[src/rtl/io_ports_pkg.sv]
// Shared definitions for the memory-mapped parallel I/O block:
// register offsets, stride and interrupt edge selection.
package io_ports_pkg;

  localparam int REG_STRIDE = 4;

  typedef enum logic [1:0] {
    OFF_DDR  = 2'd0,
    OFF_PORT = 2'd1,
    OFF_IER  = 2'd2,
    OFF_IFR  = 2'd3
  } reg_off_e;

  localparam int EDGE_FALL = 0;
  localparam int EDGE_RISE = 1;
  localparam int EDGE_BOTH = 2;

  function automatic logic edge_hit(
    input logic prev,
    input logic cur,
    input int   mode
  );
    logic fell;
    logic rose;
    fell = prev & ~cur;
    rose = ~prev & cur;
    if (mode == EDGE_FALL)
      return fell;
    else if (mode == EDGE_RISE)
      return rose;
    else
      return fell | rose;
  endfunction

endpackage

[src/rtl/io_port_chan.sv]
// One I/O port: DDR/PORT/IER/IFR registers, input synchroniser,
// edge detector and read mux; reports its own interrupt term.
module io_port_chan
  import io_ports_pkg::*;
#(
  parameter int                PORT_W      = 8,
  parameter logic [PORT_W-1:0] DDR_RST     = '0,
  parameter logic [PORT_W-1:0] PORT_RST    = '0,
  parameter int                SYNC_STAGES = 2,
  parameter int                IRQ_EDGE    = EDGE_FALL
) (
  input  logic              clk_i,
  input  logic              rst_n,
  input  logic              sel,
  input  reg_off_e          reg_sel,
  input  logic              we,
  input  logic [7:0]        wdata,
  input  logic [PORT_W-1:0] pin_i,
  output logic [PORT_W-1:0] pin_o,
  output logic [PORT_W-1:0] pin_oe,
  output logic [7:0]        rdata,
  output logic              irq
);

  logic [PORT_W-1:0] ddr_q;
  logic [PORT_W-1:0] port_q;
  logic [PORT_W-1:0] ier_q;
  logic [PORT_W-1:0] ifr_q;
  logic [PORT_W-1:0] hist_q;
  logic [SYNC_STAGES-1:0][PORT_W-1:0] sync_q;

  logic [PORT_W-1:0] sync_in;
  logic [PORT_W-1:0] hit;
  logic [PORT_W-1:0] set;
  logic [PORT_W-1:0] clr;
  logic [PORT_W-1:0] wv;
  logic              wr_ddr;
  logic              wr_port;
  logic              wr_ier;
  logic              wr_ifr;

  assign wv      = wdata[PORT_W-1:0];
  assign sync_in = sync_q[SYNC_STAGES-1];

  assign wr_ddr  = sel & we & (reg_sel == OFF_DDR);
  assign wr_port = sel & we & (reg_sel == OFF_PORT);
  assign wr_ier  = sel & we & (reg_sel == OFF_IER);
  assign wr_ifr  = sel & we & (reg_sel == OFF_IFR);

  always_comb begin
    hit = '0;
    for (int i = 0; i < PORT_W; i++)
      hit[i] = edge_hit(hist_q[i], sync_in[i], IRQ_EDGE);
  end

  // Driven pins never raise flags; a new edge beats a same-cycle clear.
  assign set = hit & ~ddr_q;
  assign clr = wr_ifr ? wv : '0;

  always_ff @(posedge clk_i or negedge rst_n) begin
    if (!rst_n) begin
      sync_q <= '1;
      hist_q <= '1;
    end else begin
      sync_q <= {sync_q[SYNC_STAGES-2:0], pin_i};
      hist_q <= sync_in;
    end
  end

  always_ff @(posedge clk_i or negedge rst_n) begin
    if (!rst_n) begin
      ddr_q  <= DDR_RST;
      port_q <= PORT_RST;
      ier_q  <= '0;
      ifr_q  <= '0;
    end else begin
      if (wr_ddr)  ddr_q  <= wv;
      if (wr_port) port_q <= wv;
      if (wr_ier)  ier_q  <= wv;
      ifr_q <= (ifr_q & ~clr) | set;
    end
  end

  always_comb begin
    rdata = '0;
    if (sel) begin
      unique case (reg_sel)
        OFF_DDR:  rdata[PORT_W-1:0] = ddr_q;
        OFF_PORT: rdata[PORT_W-1:0] = (ddr_q & port_q)
                                    | (~ddr_q & sync_in);
        OFF_IER:  rdata[PORT_W-1:0] = ier_q;
        OFF_IFR:  rdata[PORT_W-1:0] = ifr_q;
      endcase
    end
  end

  assign irq    = |(ifr_q & ier_q);
  assign pin_o  = port_q;
  assign pin_oe = ddr_q;

endmodule

[src/rtl/cpu_io_ports.sv]
// Memory-mapped parallel I/O for the 65xx cores: address decode,
// per-port channels, read-data combine and active-low IRQ.
module cpu_io_ports
  import io_ports_pkg::*;
#(
  parameter int                          NUM_PORTS   = 2,
  parameter int                          PORT_W      = 8,
  parameter logic [15:0]                 BASE_ADDR   = 16'h0000,
  parameter logic [NUM_PORTS*PORT_W-1:0] DDR_RST     = '0,
  parameter logic [NUM_PORTS*PORT_W-1:0] PORT_RST    = '0,
  parameter int                          SYNC_STAGES = 2,
  parameter int                          IRQ_EDGE    = EDGE_FALL
) (
  input  logic                          clk_i,
  input  logic                          rst_n,
  input  logic [15:0]                   addr_i,
  input  logic [7:0]                    wdata_i,
  input  logic                          we_i,
  output logic                          sel_o,
  output logic [7:0]                    rdata_o,
  input  logic [NUM_PORTS*PORT_W-1:0]   pin_i,
  output logic [NUM_PORTS*PORT_W-1:0]   pin_o,
  output logic [NUM_PORTS*PORT_W-1:0]   pin_oe,
  output logic                          irq_n_o
);

  localparam logic [15:0] SPAN = 16'(REG_STRIDE * NUM_PORTS);

  logic [15:0]          off;
  reg_off_e             reg_sel;
  logic [NUM_PORTS-1:0] chan_sel;
  logic [NUM_PORTS-1:0] chan_irq;
  logic [7:0]           chan_rd [NUM_PORTS];

  // Below-base addresses wrap to a large offset, so one compare suffices.
  assign off     = addr_i - BASE_ADDR;
  assign sel_o   = off < SPAN;
  assign reg_sel = reg_off_e'(off[1:0]);

  for (genvar p = 0; p < NUM_PORTS; p++) begin : g_chan
    assign chan_sel[p] = sel_o && (off[15:2] == 14'(p));

    io_port_chan #(
      .PORT_W      (PORT_W),
      .DDR_RST     (DDR_RST[p*PORT_W +: PORT_W]),
      .PORT_RST    (PORT_RST[p*PORT_W +: PORT_W]),
      .SYNC_STAGES (SYNC_STAGES),
      .IRQ_EDGE    (IRQ_EDGE)
    ) u_chan (
      .clk_i   (clk_i),
      .rst_n   (rst_n),
      .sel     (chan_sel[p]),
      .reg_sel (reg_sel),
      .we      (we_i),
      .wdata   (wdata_i),
      .pin_i   (pin_i[p*PORT_W +: PORT_W]),
      .pin_o   (pin_o[p*PORT_W +: PORT_W]),
      .pin_oe  (pin_oe[p*PORT_W +: PORT_W]),
      .rdata   (chan_rd[p]),
      .irq     (chan_irq[p])
    );
  end

  always_comb begin
    rdata_o = '0;
    for (int p = 0; p < NUM_PORTS; p++)
      rdata_o = rdata_o | chan_rd[p];
  end

  assign irq_n_o = ~|chan_irq;

endmodule

[config.mk]
export PLATFORM = sky130hd
export DESIGN_NAME = cpu_io_ports
export DESIGN_NICKNAME = d
export VERILOG_FILES = /design/src/rtl/io_ports_pkg.sv /design/src/rtl/io_port_chan.sv /design/src/rtl/cpu_io_ports.sv
export SDC_FILE = /design/constraint.sdc
export NUM_CORES = 1
export LEC_CHECK = 0
export ABC_AREA = 1
export BUFFER_PORTS_ARGS = -buffer_cell sky130_fd_sc_hd__buf_4
export CAP_MARGIN = 0
export CORE_MARGIN = 2
export CORE_UTILIZATION = 45
export DETAILED_ROUTE_END_ITERATION = 6
export PLACE_DENSITY = 0.66
export SLEW_MARGIN = 20
export SYNTH_ARGS = -nofsm -noshare
export SYNTH_HDL_FRONTEND = slang
export SYNTH_SLANG_ARGS = --single-unit
[constraint.sdc]
create_clock -name clk_i -period 2.8 [get_ports clk_i]
set_clock_uncertainty 0.2 [all_clocks]
set_input_delay 0.28 -clock clk_i [delete_from_list [all_inputs] [get_ports clk_i]]
set_output_delay 0.28 -clock clk_i [all_outputs]
set_load 0.05 [all_outputs]
After elaboration in Yosys (flattened, before gate mapping)
Cells that the tools add are included.
Storage, ports and cells
  bits of input ports: 43
  output and inout port bits: 42
  word-level logic and storage cells: 92
  bits in registers: 112
Operators by class
  equality and inequality tests: 4
  bitwise logic cells: 61
  reduce and logical (&&, ||, !) cells: 6
  $lt $le $gt $ge: 1
  mux-type cells: 6
Operators by type and width (count)
  8-bit bitwise AND: 10
  8-bit case mux with 4 select lines: 2
  8-bit OR: 5
  8-bit two-way mux: 4
  8-bit NOT: 4
  1-bit bitwise AND: 26
  16-bit by 4-bit less-than comparator with 1-bit output, second input constant: 1
  1-bit NOT: 16
  16-bit OR reduction: 1
  14-bit by 1-bit equality test with 1-bit output, second input constant: 1
  14-bit logical NOT: 1
  2-bit equality test, second input constant: 2
  2-bit by 1-bit equality test with 1-bit output, second input constant: 1
  1-bit logical AND: 2
  2-bit logical NOT: 1
  1-bit logical NOT: 1

Depth between registers and ports, before layout
  depth after elaboration: 8
  gate-level depth with buffers: 10
  depth with buffers taken out: 8

Modules after synthesis
Synthesis repeated with hierarchy kept, for this count alone.
Second synthesis, totals
  cell total of the unflattened synthesis: 573
  area, all modules: 5168.7 um^2
Modules (own cells, without submodules)
  io_port_chan: times used 2, area each 2521.2 um^2, seq. area each 1431.4 um^2, cells an instance 273
  cpu_io_ports: times used 1, area each 126.4 um^2, seq. area each 0.0 um^2, cells an instance 27

Worst setup path after synthesis
OpenSTA, ideal clock, no wires.
  kind: register to output
  from: register g_chan[0].u_chan.ier_q[4]
  to: output irq_n_o
  cell stages (with the launch flop): 4
  slack: 0.238 ns
  path buffers: 0
  required time: 2.320 ns
  arrival time: 2.082 ns
  cells stage by stage: dfrtp_1 > nand2_1 > nand4_1 > nor4_1
On the way
  cells in the longest elaborated chain, start to end: 3
RTL lines
  start: declaration: line io_port_chan.sv:27  | logic [PORT_W-1:0] ier_q;
  start signal: assignment: line io_port_chan.sv:79  | if (wr_ier) ier_q <= wv;
  8-bit bitwise AND: line io_port_chan.sv:97  | assign irq = |(ifr_q & ier_q);
  16-bit OR reduction: line cpu_io_ports.sv:70  | assign irq_n_o = ~|chan_irq;
  1-bit logical NOT: line cpu_io_ports.sv:70
  end: declaration: line cpu_io_ports.sv:24  | output logic irq_n_o
Every way passes these cells.

Worst setup path after layout
  from: register g_chan[1].u_chan.ier_q[3]
  to: output irq_n_o
On the way
  cells in the longest elaborated chain, start to end: 3
RTL lines (line)
  start: declaration: io_port_chan.sv:27
  start signal: assignment: io_port_chan.sv:79
  8-bit bitwise AND: io_port_chan.sv:97
  16-bit OR reduction: cpu_io_ports.sv:70
  1-bit logical NOT: cpu_io_ports.sv:70
Every way passes these cells.

==> flow_metrics.py <==
metrics = {
    "floorplan": {
        "die_area_um2": 11800,
        "row_count": 38,
        "fp.dieH_um": 109,
        "chipWidth_um": 109,
        "start_util_pct": 45.8,
        "coreArea_um2": 10700,
        "ios": 85,
    },
    "final_layout": {
        "final_core_util_pct": 56.5,
        "drive_gt1_share_pct": 32.0,
        "diodes": 0,
        "fill_cells": 1000,
        "area_delta_synth_final_pct": 23.5,
        "fin_nets": 663,
    },
    "run": {
        "max_cap_viol_count": 0,
    },
    "detailed_routing": {
        "firstDrtPassIters": 5,
        "routed_wl_mm": 11.9,
        "vias_per_cell": 5.03,
        "num_vias": 3847,
        "wl_per_cell_um": 15.6,
        "ant_nets": 0,
        "drt_iter0_drc": 213,
        "drcViolationCount": 0,
    },
    "yosys": {
        "ys.flop_type": "dfrtp_1",
        "ys_seq_elements": 112,
        "syn_inst": 515,
        "yosys_warnings": 0,
        "async_flop_share_pct": 100,
        "avgSynthCellArea_um2": 9.55,
        "synth_edf_count": 0,
        "synth_fp_nets": 558,
        "synth_area_um2": 4920,
        "ys_types": 27,
        "synth_seq_area_share_pct": 58.2,
    },
    "clock_network": {
        "clock_path_buffers": 2,
        "ctsResizeCount": 0,
        "cts-buffers-inserted": 9,
        "clock_sinks": 112,
        "cts_tree": "done",
        "htree_num_levels": 3,
        "insertion_delay_ns": 0.37,
        "cts-root-buf": "clkbuf_8",
        "cts_setup_buffers": 0,
        "clk_pin_slew_ns": 0.10,
    },
    "worst_setup_path": {
        "start_kind": "flip-flop",
        "crit_type": "flip-flop to primary output",
        "cp-end-kind": "primary output",
        "crit_fanout": 3,
        "cp.required_ns": 2.32,
        "cp.arrival_ns": 1.70,
    },
    "timing": {
        "hold_viol": 0,
        "relSlewSlack_pct": 67.9,
        "slew_viol_final": 0,
        "fin_setup_tns_ns": 0,
        "fin_hold_ws_ns": 0.0226,
        "worst_pin_slew_ns": 0.480,
        "period_minus_slack_ns": 2.18,
        "rsz0062_at_grt": "no",
        "timing.fmax_ghz": 0.459,
        "final.setup.worst_slack_ns": 0.623,
        "period_share_pct": 77.7,
        "finalSetupViolCount": 0,
    },
    "placement": {
        "place.gp.congestion": 0.915,
        "place_ws_ns": 0.671,
        "place_hpwl_mm": 8.50,
        "port_buffers": 84,
    },
    "pwr": {
        "intPower_mw": 2.35,
        "p_leak_nw": 2.91,
        "power_mw": 3.04,
        "peakVddDrop_mv": 0.307,
        "p_clk_share_pct": 36.3,
        "switchingPower_mw": 0.680,
        "power_density_nw_per_um2": 500,
        "pwr-share-seq_pct": 55.8,
        "swShare_pct": 22.4,
        "combPwrFrac_pct": 7.9,
    },
    "global_route": {
        "grt_use_total_pct": 21.5,
        "grt_pass1_wl_mm": 19.2,
        "antenna_found_initial": 0,
        "overflow": 0,
        "grt_max_degree": 59,
        "grt_pass1_vias": 3848,
    },
    "hold_path": {
        "min_path_type": "primary input to flip-flop",
    },
    "status": {
        "status": "finished clean",
    },
}
## worst paths after layout
check                                                 from                          end  slack [ns]  depth (start not counted)
worst max-delay path             g_chan[1].u_chan.ier_q[3]                      irq_n_o        0.62                          4
max in group asynchronous                            rst_n   g_chan[1].u_chan.hist_q[6]        1.49                          3
worst min-delay path                            wdata_i[1]    g_chan[0].u_chan.ifr_q[1]        0.02                          4
worst max register to register  g_chan[1].u_chan.pin_oe[7]    g_chan[1].u_chan.ifr_q[7]        1.62                          4
worst min register to register  g_chan[1].u_chan.sync_q[1]  g_chan[1].u_chan.sync_in[1]        0.16                          0
min in group asynchronous                            rst_n    g_chan[0].u_chan.ier_q[5]        0.19                          2
## sequential cells by signal (all words and copies together) (netlist names)
name,count
g_chan.u_chan.hist_q,16
g_chan.u_chan.ier_q,16
g_chan.u_chan.ifr_q,16
g_chan.u_chan.pin_o,16
g_chan.u_chan.pin_oe,16
g_chan.u_chan.sync_in,16
g_chan.u_chan.sync_q,16
## layout make-up
| type | instances | area, µm² | area share (%) |
|---|---|---|---|
| Clock buffer | 14 | 173 | 2.84 |
| Clock inverter | 2 | 60.1 | 0.989 |
| Inverter | 53 | 201 | 3.32 |
| Multi-Input combinational cell | 334 | 1710 | 28.2 |
| Sequential cell | 112 | 2860 | 47.1 |
| Tap cell | 140 | 175 | 2.88 |
| Timing Repair Buffer | 110 | 888 | 14.6 |
## critical path, cell delays in order, from the launching register on
cell and delay, ns:
dfrtp_1 0.42, nand2_1 0.08, nand4_1 0.14, nor4_1 0.41, buf_4 0.27
## synth_stat cells, types with 5 or more instances
cell type	number	area share (%)
o21ai_1	37	3.8
nand4_1	13	1.7
nor2_1	20	1.5
o211ai_1	22	3.4
dfstp_2	48	26
buf_2	5	0.51
nand2_1	159	12
a21oi_1	8	0.81
o21ai_2	24	4.3
buf_6	9	2.1
nand3_1	27	2.7
dfrtp_1	64	33
inv_1	48	3.7
## cell usage in the layout, fill, tap and decap left out, drive strengths merged
master | Yosys | layout
dfrtp | 64 | 64
a21oi | 11 | 11
inv | 53 | 53
nand4 | 13 | 13
or2 | 4 | 4
dfstp | 48 | 48
clkbuf | 0 | 14
a22oi | 4 | 4
o21ai | 61 | 61
bufinv | 0 | 2
o211ai | 22 | 22
nor2 | 24 | 24
buf | 16 | 90
dlygate4sd3 | 0 | 20
nand2 | 164 | 164
nand3 | 30 | 30
nor4 | 1 | 1
## stage by stage
stage	cell area [µm²]	cells
after floorplan	4920	515
after global placement	5640	729
after detailed placement	5640	729
after CTS	6070	765
after global routing	6070	765
final	6070	765
## power groups by stage
stage / combinational [mW] / sequential, mW / clock (mW)
2_1_floorplan: 0.104 / 1.72 / 0
3_3_place_gp: 0.214 / 1.72 / 0
3_5_place_dp: 0.219 / 1.72 / 0
4_1_cts: 0.243 / 1.69 / 1.13
5_1_grt: 0.267 / 1.70 / 1.18
6_report: 0.240 / 1.69 / 1.10
## kinds of logic after synthesis
group	Yosys count	share of synthesized area, %
AOI/OAI and AO/OA	98	13.4
and+or+nand+nor	236	21.5
buffers and inverters	69	6.97
DFF	112	58.2
## per-layer routing
layer | vias up | GRT usage, % | share of wire (%)
li1 | 1895 | - | -
met1 | 1814 | 29.5 | 46
met2 | 117 | 33.5 | 47
met3 | 21 | 4.76 | 4.9
met4 | 0 | 8.15 | 2.0
met5 | - | 0 | 0
## what timing repair did
action | in CTS | in global routing
hold buffers | 20 | 0
endpoints found under the hold margin | 50 | 0
setup endpoints to repair | 0 | 0
Power figures use the tool's default switching activity.
